**src/rtl/switch_pkg.sv**
```systemverilog
// Shared widths, word layout and scheduler state encoding for the egress metadata path.
package switch_pkg;

  localparam int PORT_W    = 2;
  localparam int META_W    = 29;
  localparam int VALID_BIT = 31;
  localparam int PORT_LSB  = 29;

  typedef logic [31:0]       meta_word_t;
  typedef logic [META_W-1:0] meta_t;

  typedef enum logic {IDLE, PRESENT} sched_state_t;

  function automatic meta_word_t pack_word(input logic vld, input logic [PORT_W-1:0] port,
                                           input meta_t meta);
    return {vld, port, meta};
  endfunction

endpackage

```
**src/rtl/egress_meta_scheduler_if.sv**
```systemverilog
// Egress-side push bus plus the software read word/ack path of the metadata scheduler.
interface egress_meta_scheduler_if
  import switch_pkg::*;
#(
  parameter int NUM_PORTS = 4
) ();

  logic [NUM_PORTS-1:0]             meta_valid;
  logic [NUM_PORTS-1:0][META_W-1:0] meta_data;
  logic [NUM_PORTS-1:0]             meta_ready;
  meta_word_t                       interface_in;
  logic                             interface_out_ack;
  logic [15:0]                      drop_count;

  modport master (
    output meta_valid, meta_data, interface_out_ack,
    input  meta_ready, interface_in, drop_count
  );

  modport slave (
    input  meta_valid, meta_data, interface_out_ack,
    output meta_ready, interface_in, drop_count
  );

endinterface

```
**src/rtl/egress_meta_scheduler_meta_fifo.sv**
```systemverilog
// Per-port record FIFO with synchronous clear; read data is the head entry (show-ahead).
// Full refuses push even when popping the same cycle; simultaneous push/pop keeps the count.
module meta_fifo #(
  parameter int DEPTH = 4,
  parameter int WIDTH = 29
) (
  input  logic             clk,
  input  logic             reset_n,
  input  logic             clr,
  input  logic             push,
  input  logic             pop,
  input  logic [WIDTH-1:0] wdata,
  output logic [WIDTH-1:0] rdata,
  output logic             full,
  output logic             empty
);

  localparam int AW = $clog2(DEPTH);

  logic [WIDTH-1:0] mem_q [DEPTH];
  logic [AW-1:0]    wr_ptr_q, wr_ptr_d, rd_ptr_q, rd_ptr_d;
  logic [AW:0]      cnt_q, cnt_d;
  logic             push_ok, pop_ok;

  assign full    = (cnt_q == (AW+1)'(DEPTH));
  assign empty   = (cnt_q == '0);
  assign push_ok = push && !full;
  assign pop_ok  = pop && !empty;
  assign rdata   = mem_q[rd_ptr_q];

  always_comb begin
    wr_ptr_d = push_ok ? wr_ptr_q + AW'(1) : wr_ptr_q;
    rd_ptr_d = pop_ok  ? rd_ptr_q + AW'(1) : rd_ptr_q;
    cnt_d    = cnt_q;
    if (push_ok && !pop_ok)      cnt_d = cnt_q + (AW+1)'(1);
    else if (!push_ok && pop_ok) cnt_d = cnt_q - (AW+1)'(1);
  end

  always_ff @(posedge clk) begin
    if (!reset_n || clr) begin
      wr_ptr_q <= '0;
      rd_ptr_q <= '0;
      cnt_q    <= '0;
    end else begin
      wr_ptr_q <= wr_ptr_d;
      rd_ptr_q <= rd_ptr_d;
      cnt_q    <= cnt_d;
    end
  end

  always_ff @(posedge clk) begin
    if (push_ok) mem_q[wr_ptr_q] <= wdata;
  end

endmodule

```
**src/rtl/egress_meta_scheduler.sv**
```systemverilog
// Round-robin picks one buffered egress record into a holding register polled by software.
// Latency: push to held word in 2 edges; an entry retires only on the first ack edge after a valid read.
module egress_meta_scheduler
  import switch_pkg::*;
#(
  parameter int NUM_PORTS  = 4,
  parameter int FIFO_DEPTH = 4
) (
  input  logic                    clk,
  input  logic                    reset_n,
  input  logic                    experimenting,
  egress_meta_scheduler_if.slave  bus
);

  logic [NUM_PORTS-1:0] fifo_full, fifo_empty, fifo_push, fifo_pop, drop;
  meta_t                fifo_rdata [NUM_PORTS];

  sched_state_t         state_q, state_d;
  logic                 hold_valid_q, hold_valid_d;
  logic [PORT_W-1:0]    hold_port_q, hold_port_d;
  meta_t                hold_meta_q, hold_meta_d;
  logic [PORT_W-1:0]    rr_last_q, rr_last_d;
  logic [15:0]          drop_count_q, drop_count_d;
  logic [16:0]          drop_sum;
  logic                 ack_d_q, seen_valid_q;
  logic                 consume, grant_vld;
  logic [PORT_W-1:0]    grant, idx;

  for (genvar p = 0; p < NUM_PORTS; p++) begin : g_fifo
    meta_fifo #(.DEPTH(FIFO_DEPTH), .WIDTH(META_W)) u_fifo (
      .clk     (clk),
      .reset_n (reset_n),
      .clr     (!experimenting),
      .push    (fifo_push[p]),
      .pop     (fifo_pop[p]),
      .wdata   (bus.meta_data[p]),
      .rdata   (fifo_rdata[p]),
      .full    (fifo_full[p]),
      .empty   (fifo_empty[p])
    );
  end

  assign bus.meta_ready   = experimenting ? ~fifo_full : '0;
  assign fifo_push        = bus.meta_valid & bus.meta_ready;
  assign drop             = experimenting ? (bus.meta_valid & fifo_full) : '0;
  assign bus.interface_in = pack_word(hold_valid_q, hold_port_q, hold_meta_q);
  assign bus.drop_count   = drop_count_q;

  // Rising ack only counts if the read it answers saw a valid word.
  assign consume = bus.interface_out_ack && !ack_d_q && seen_valid_q;

  always_comb begin
    drop_sum = {1'b0, drop_count_q};
    for (int p = 0; p < NUM_PORTS; p++) drop_sum = drop_sum + 17'(drop[p]);
    drop_count_d = drop_sum[16] ? 16'hFFFF : drop_sum[15:0];
  end

  always_comb begin
    grant_vld = 1'b0;
    grant     = '0;
    idx       = '0;
    for (int i = 1; i <= NUM_PORTS; i++) begin
      idx = PORT_W'((int'(rr_last_q) + i) % NUM_PORTS);
      if (!grant_vld && !fifo_empty[idx]) begin
        grant_vld = 1'b1;
        grant     = idx;
      end
    end
  end

  always_comb begin
    state_d      = state_q;
    hold_valid_d = hold_valid_q;
    hold_port_d  = hold_port_q;
    hold_meta_d  = hold_meta_q;
    rr_last_d    = rr_last_q;
    fifo_pop     = '0;
    if (!experimenting) begin
      state_d      = IDLE;
      hold_valid_d = 1'b0;
      hold_port_d  = '0;
      hold_meta_d  = '0;
    end else begin
      case (state_q)
        IDLE: if (grant_vld) begin
          fifo_pop[grant] = 1'b1;
          hold_valid_d    = 1'b1;
          hold_port_d     = grant;
          hold_meta_d     = fifo_rdata[grant];
          rr_last_d       = grant;
          state_d         = PRESENT;
        end
        PRESENT: if (consume) begin
          hold_valid_d = 1'b0;
          hold_port_d  = '0;
          hold_meta_d  = '0;
          state_d      = IDLE;
        end
        default: state_d = IDLE;
      endcase
    end
  end

  always_ff @(posedge clk) begin
    if (!reset_n) begin
      state_q      <= IDLE;
      hold_valid_q <= 1'b0;
      hold_port_q  <= '0;
      hold_meta_q  <= '0;
      rr_last_q    <= PORT_W'(NUM_PORTS - 1);
      drop_count_q <= '0;
      ack_d_q      <= 1'b0;
      seen_valid_q <= 1'b0;
    end else begin
      state_q      <= state_d;
      hold_valid_q <= hold_valid_d;
      hold_port_q  <= hold_port_d;
      hold_meta_q  <= hold_meta_d;
      rr_last_q    <= rr_last_d;
      drop_count_q <= drop_count_d;
      ack_d_q      <= bus.interface_out_ack;
      seen_valid_q <= hold_valid_q;
    end
  end

endmodule
```
**src/flat_wrapper.sv**
```systemverilog
// flat-port wrapper written by rule: the top's interface ports become plain ports
module egress_meta_scheduler_flat import switch_pkg::*;
#(
  parameter int NUM_PORTS  = 4,
  parameter int FIFO_DEPTH = 4
)
  (clk, reset_n, experimenting, bus_meta_valid, bus_meta_data, bus_interface_out_ack, bus_meta_ready, bus_interface_in, bus_drop_count);
  egress_meta_scheduler_if #(.NUM_PORTS(NUM_PORTS)) bus_i ();
  input  logic clk;
  input  logic reset_n;
  input  logic experimenting;
  input wire logic [$bits(bus_i.meta_valid)-1:0] bus_meta_valid;
  input wire logic [$bits(bus_i.meta_data)-1:0] bus_meta_data;
  input wire logic [$bits(bus_i.interface_out_ack)-1:0] bus_interface_out_ack;
  output wire logic [$bits(bus_i.meta_ready)-1:0] bus_meta_ready;
  output wire logic [$bits(bus_i.interface_in)-1:0] bus_interface_in;
  output wire logic [$bits(bus_i.drop_count)-1:0] bus_drop_count;
  assign bus_i.meta_valid = bus_meta_valid;
  assign bus_i.meta_data = bus_meta_data;
  assign bus_i.interface_out_ack = bus_interface_out_ack;
  assign bus_meta_ready = bus_i.meta_ready;
  assign bus_interface_in = bus_i.interface_in;
  assign bus_drop_count = bus_i.drop_count;
  egress_meta_scheduler #(.NUM_PORTS(NUM_PORTS), .FIFO_DEPTH(FIFO_DEPTH)) u_core (.clk(clk), .reset_n(reset_n), .experimenting(experimenting), .bus(bus_i));
endmodule
```
**config.mk**
```make
export PLATFORM = sky130hd
export DESIGN_NAME = egress_meta_scheduler_flat
export DESIGN_NICKNAME = d
export VERILOG_FILES = /design/src/rtl/switch_pkg.sv /design/src/rtl/egress_meta_scheduler_if.sv /design/src/rtl/egress_meta_scheduler_meta_fifo.sv /design/src/rtl/egress_meta_scheduler.sv /design/src/flat_wrapper.sv
export SDC_FILE = /design/constraint.sdc
export NUM_CORES = 1
export LEC_CHECK = 0
export ABC_AREA = 1
export CAP_MARGIN = 10
export CORE_UTILIZATION = 40
export CTS_BUF_LIST = sky130_fd_sc_hd__clkbuf_2
export DETAILED_ROUTE_END_ITERATION = 6
export PLACE_DENSITY = 0.56
export SLEW_MARGIN = 40
export SYNTH_ARGS = -nofsm -noshare
export SYNTH_HDL_FRONTEND = slang
export SYNTH_SLANG_ARGS = --single-unit
```
**constraint.sdc**
```tcl
create_clock -name clk -period 8.67 [get_ports clk]
set_input_delay 0.867 -clock clk [delete_from_list [all_inputs] [get_ports clk]]
set_output_delay 0.867 -clock clk [all_outputs]
set_load 0.01 [all_outputs]
```
==> flow_metrics.tcl <==
set metrics [dict create \
    status "finished, final reports clean" \
    gp_congestion 0.818 \
    ys_ff_latch 553 \
    wl_um 60700 \
    syn_inst 1908 \
    ys_warn_count 0 \
    crit_type "flip-flop to flip-flop" \
    multi_input_area_um2 5850 \
    row_count 86 \
    cp.arrival_ns 5.42 \
    grt_pass1_wl_um 89600 \
    yosysTopAreaCell "edfxtp_1" \
    die_area_um2 57100 \
    end_kind "flip-flop" \
    grt_max_degree 63 \
    die_h_um 239 \
    period_minus_slack_ns 4.30 \
    firstDrtPassIters 5 \
    htreeDepth 4 \
    dp_hpwl_um 37500 \
    worstMarginPinSlew_ns 0.865 \
    postLayoutCoreUtil_pct 47.4 \
    tns_ns 0 \
    io_pins 176 \
    num-fill-cells 5149 \
    root_buffer "clkbuf_2" \
    drc 0 \
    antenna_found_initial 1 \
    yosysMostFrequentCell "edfxtp_1" \
    dr.first_iter.drc_count 1378 \
    r2r_end "u_core.g_fifo[0].u_fifo.cnt_q[1]$_SDFFE_PN0P_" \
    ctsResizeCount 0 \
    cap_viol_max_count 0 \
    areaGrowthSynthToFinish_pct 16.7 \
    post_cts_buffers 0 \
    hold_buffers 0 \
    finalPower_mw 6.76 \
    synth_top_area_share_pct 62.1 \
    async_flop_share_pct 0 \
    grt.overflow.total 0 \
    cts_max_path_buffers 3 \
    synth.distinct_cells 38 \
    reg2reg_from "u_core.rr_last_q[0]$_SDFFE_PN1P_" \
    synth-edff-count 464 \
    path_clk_slew_ns 0.11 \
    mappedNetlistArea_um2 22400 \
    cts_tree "yes" \
    cp.required_ns 9.79 \
    fmax_mhz 232 \
    whs_endpoint "u_core.g_fifo[1].u_fifo.mem_q[0][3]$_DFFE_PP_" \
    period_share_pct 49.6 \
    vdd_ir_drop_max_v 0.000302 \
    critPathLaunchType "flip-flop" \
    syn-num-nets 2060 \
    synth_common_cells "edfxtp_1 (464), nor2_1 (292), o21ai_0 (259), nand2_1 (155), o22ai_1 (116)" \
    powerDensity_nw_per_um2 258 \
    cts_sinks 553 \
    initial_core_util_pct 40.6 \
    core_area_um2 55300 \
    grtUsageTotal_pct 21.3 \
    grt_pass1_vias 15000 \
    synth_flop_cell "edfxtp_1" \
    wl_per_cell_um 20.3 \
    port_buffers 175 \
    rsz0062_at_grt "false" \
    cts-buffers-inserted 143 \
    slew-limit-headroom_pct 42.4 \
    yosysSeqAreaShare_pct 70.0 \
    avgSynthCellArea_um2 11.8 \
    synth.area.top_cells "edfxtp_1 (62%), dfxtp_1 (7.9%), o21ai_0 (5.8%)" \
    hold_depth 1 \
    reg2reg_depth 15 \
    setup_viol 0 \
    seqCellArea_um2 15700 \
    p_leak_nw 9.18 \
    vias 15800 \
    clock_skew_ns 0.0962 \
    reg2reg_slack_ns 4.37 \
    hold_class "primary input to flip-flop" \
    cp_max_fo 62 \
    finalHoldViolCount 0 \
    hold_start "bus_meta_data[32]" \
    die_w_um 239 \
    via_per_inst 5.27 \
    clk-insertion-delay-late_ns 1.29 \
    nNetsFinal 2293 \
    drv_slew 0 \
    drive_gt1_share_pct 14.0 \
    ant_nets 0 \
]
## layout make-up
type,instances,area share [%]
Multi-Input combinational cell,1139,22.3
Sequential cell,553,60.0
Clock inverter,21,0.745
Inverter,98,1.41
Timing Repair Buffer,206,7.65
Antenna cell,1,0.00955
Clock buffer,226,4.32
Tap cell,748,3.57
## critical path: stages, from the launching register on
cell and delay, ns:
dfxtp_1 0.58, inv_4 0.13, nand2_1 0.08, nand2_1 0.10, nand3_2 0.12, nand2_4 0.08, nor2_4 0.12, nand3_4 0.58
nand3_2 0.72, buf_4 0.48, nand3_2 0.19, ha_1 0.23, inv_1 0.09, fa_1 0.41, o21ai_0 0.16, a21oi_1 0.06
## power by group
group          leakage (nW)  total, mW  switching (mW)  internal (mW)
Combinational          3.22       1.89            1.34          0.551
Sequential             4.94       3.03          0.0610           2.97
Clock                  1.03       1.84            1.04          0.797
Total                  9.18       6.76            2.44           4.32
## placed cells by master, fill, tap and decap left out, drive strengths merged, types with 2 or more instances in the layout
cell	instances
bufinv	4
a21oi	66
nor2	296
nor3	8
a31oi	2
clkinv	13
edfxtp	464
o211ai	2
o21ai	260
clkbuf	226
ha	21
inv	99
o31ai	3
o22ai	116
fa	7
nand2	161
dfxtp	89
clkinvlp	3
xor2	9
o21a	2
buf	31
clkdlybuf4s50	175
nand4	60
xnor2	4
nand3	120
## sequential cells by signal (all words and copies together) (netlist names), named ones only
name	flops
u_core.g_fifo.u_fifo.mem_q	464
u_core.hold_meta_q	29
u_core.bus.drop_count	16
u_core.g_fifo.u_fifo.cnt_q	12
u_core.g_fifo.u_fifo.rd_ptr_q	8
u_core.g_fifo.u_fifo.wr_ptr_q	8
u_core.hold_port_q	2
u_core.rr_last_q	2
u_core.ack_d_q	1
u_core.hold_valid_q	1
u_core.seen_valid_q	1
u_core.state_q	1
## cell families (layout without fill, tap and decap cells)
family | after synthesis | in the layout | share of synthesized area, %
buf+inv | 216 | 551 | 4.11
simple gates | 647 | 647 | 12.7
compound gates | 451 | 451 | 10.8
fa+ha+maj | 28 | 28 | 1.79
other cells | 0 | 1 | 0
xor+xnor | 13 | 13 | 0.507
flops | 553 | 553 | 70.0
## worst max-delay path by stage
stage	startpoint	endpoint	slack, ns	depth (start not counted)
6_report	u_core.rr_last_q[0]$_SDFFE_PN1P_	u_core.g_fifo[0].u_fifo.cnt_q[1]$_SDFFE_PN0P_	4.37	15
5_1_grt	u_core.rr_last_q[0]$_SDFFE_PN1P_	u_core.g_fifo[0].u_fifo.cnt_q[1]$_SDFFE_PN0P_	4.02	15
4_1_cts	u_core.rr_last_q[0]$_SDFFE_PN1P_	u_core.g_fifo[0].u_fifo.cnt_q[1]$_SDFFE_PN0P_	4.42	15
3_5_place_dp	experimenting	u_core.bus.drop_count[4]$_SDFF_PN0_	4.14	14
3_3_place_gp	experimenting	u_core.bus.drop_count[8]$_SDFF_PN0_	4.29	14
2_1_floorplan	experimenting	u_core.bus.drop_count[14]$_SDFF_PN0_	5.04	18
## through the flow
| step | cells | area, µm² | setup slack [ns] | hold WS, ns |
|---|---|---|---|---|
| final | 2992 | 26200 | 4.37 | 0.213 |
| after global routing | 2992 | 26200 | 4.02 | 0.0804 |
| after CTS | 2991 | 26200 | 4.42 | 0.0392 |
| after detailed placement | 2744 | 24900 | 4.14 | 0.492 |
| after global placement | 2743 | 24800 | 4.29 | 0.475 |
| after floorplan | 1908 | 22400 | 5.04 | 0.421 |
## metal layers
| layer | routed length (µm) | GRT usage [%] |
|---|---|---|
| met4 | 1460 | 8.08 |
| met2 | 28000 | 32.5 |
| met5 | 0 | 0 |
| met1 | 26400 | 28.4 |
| met3 | 4890 | 6.41 |
Note: power is estimated with default switching activity, not from simulation.
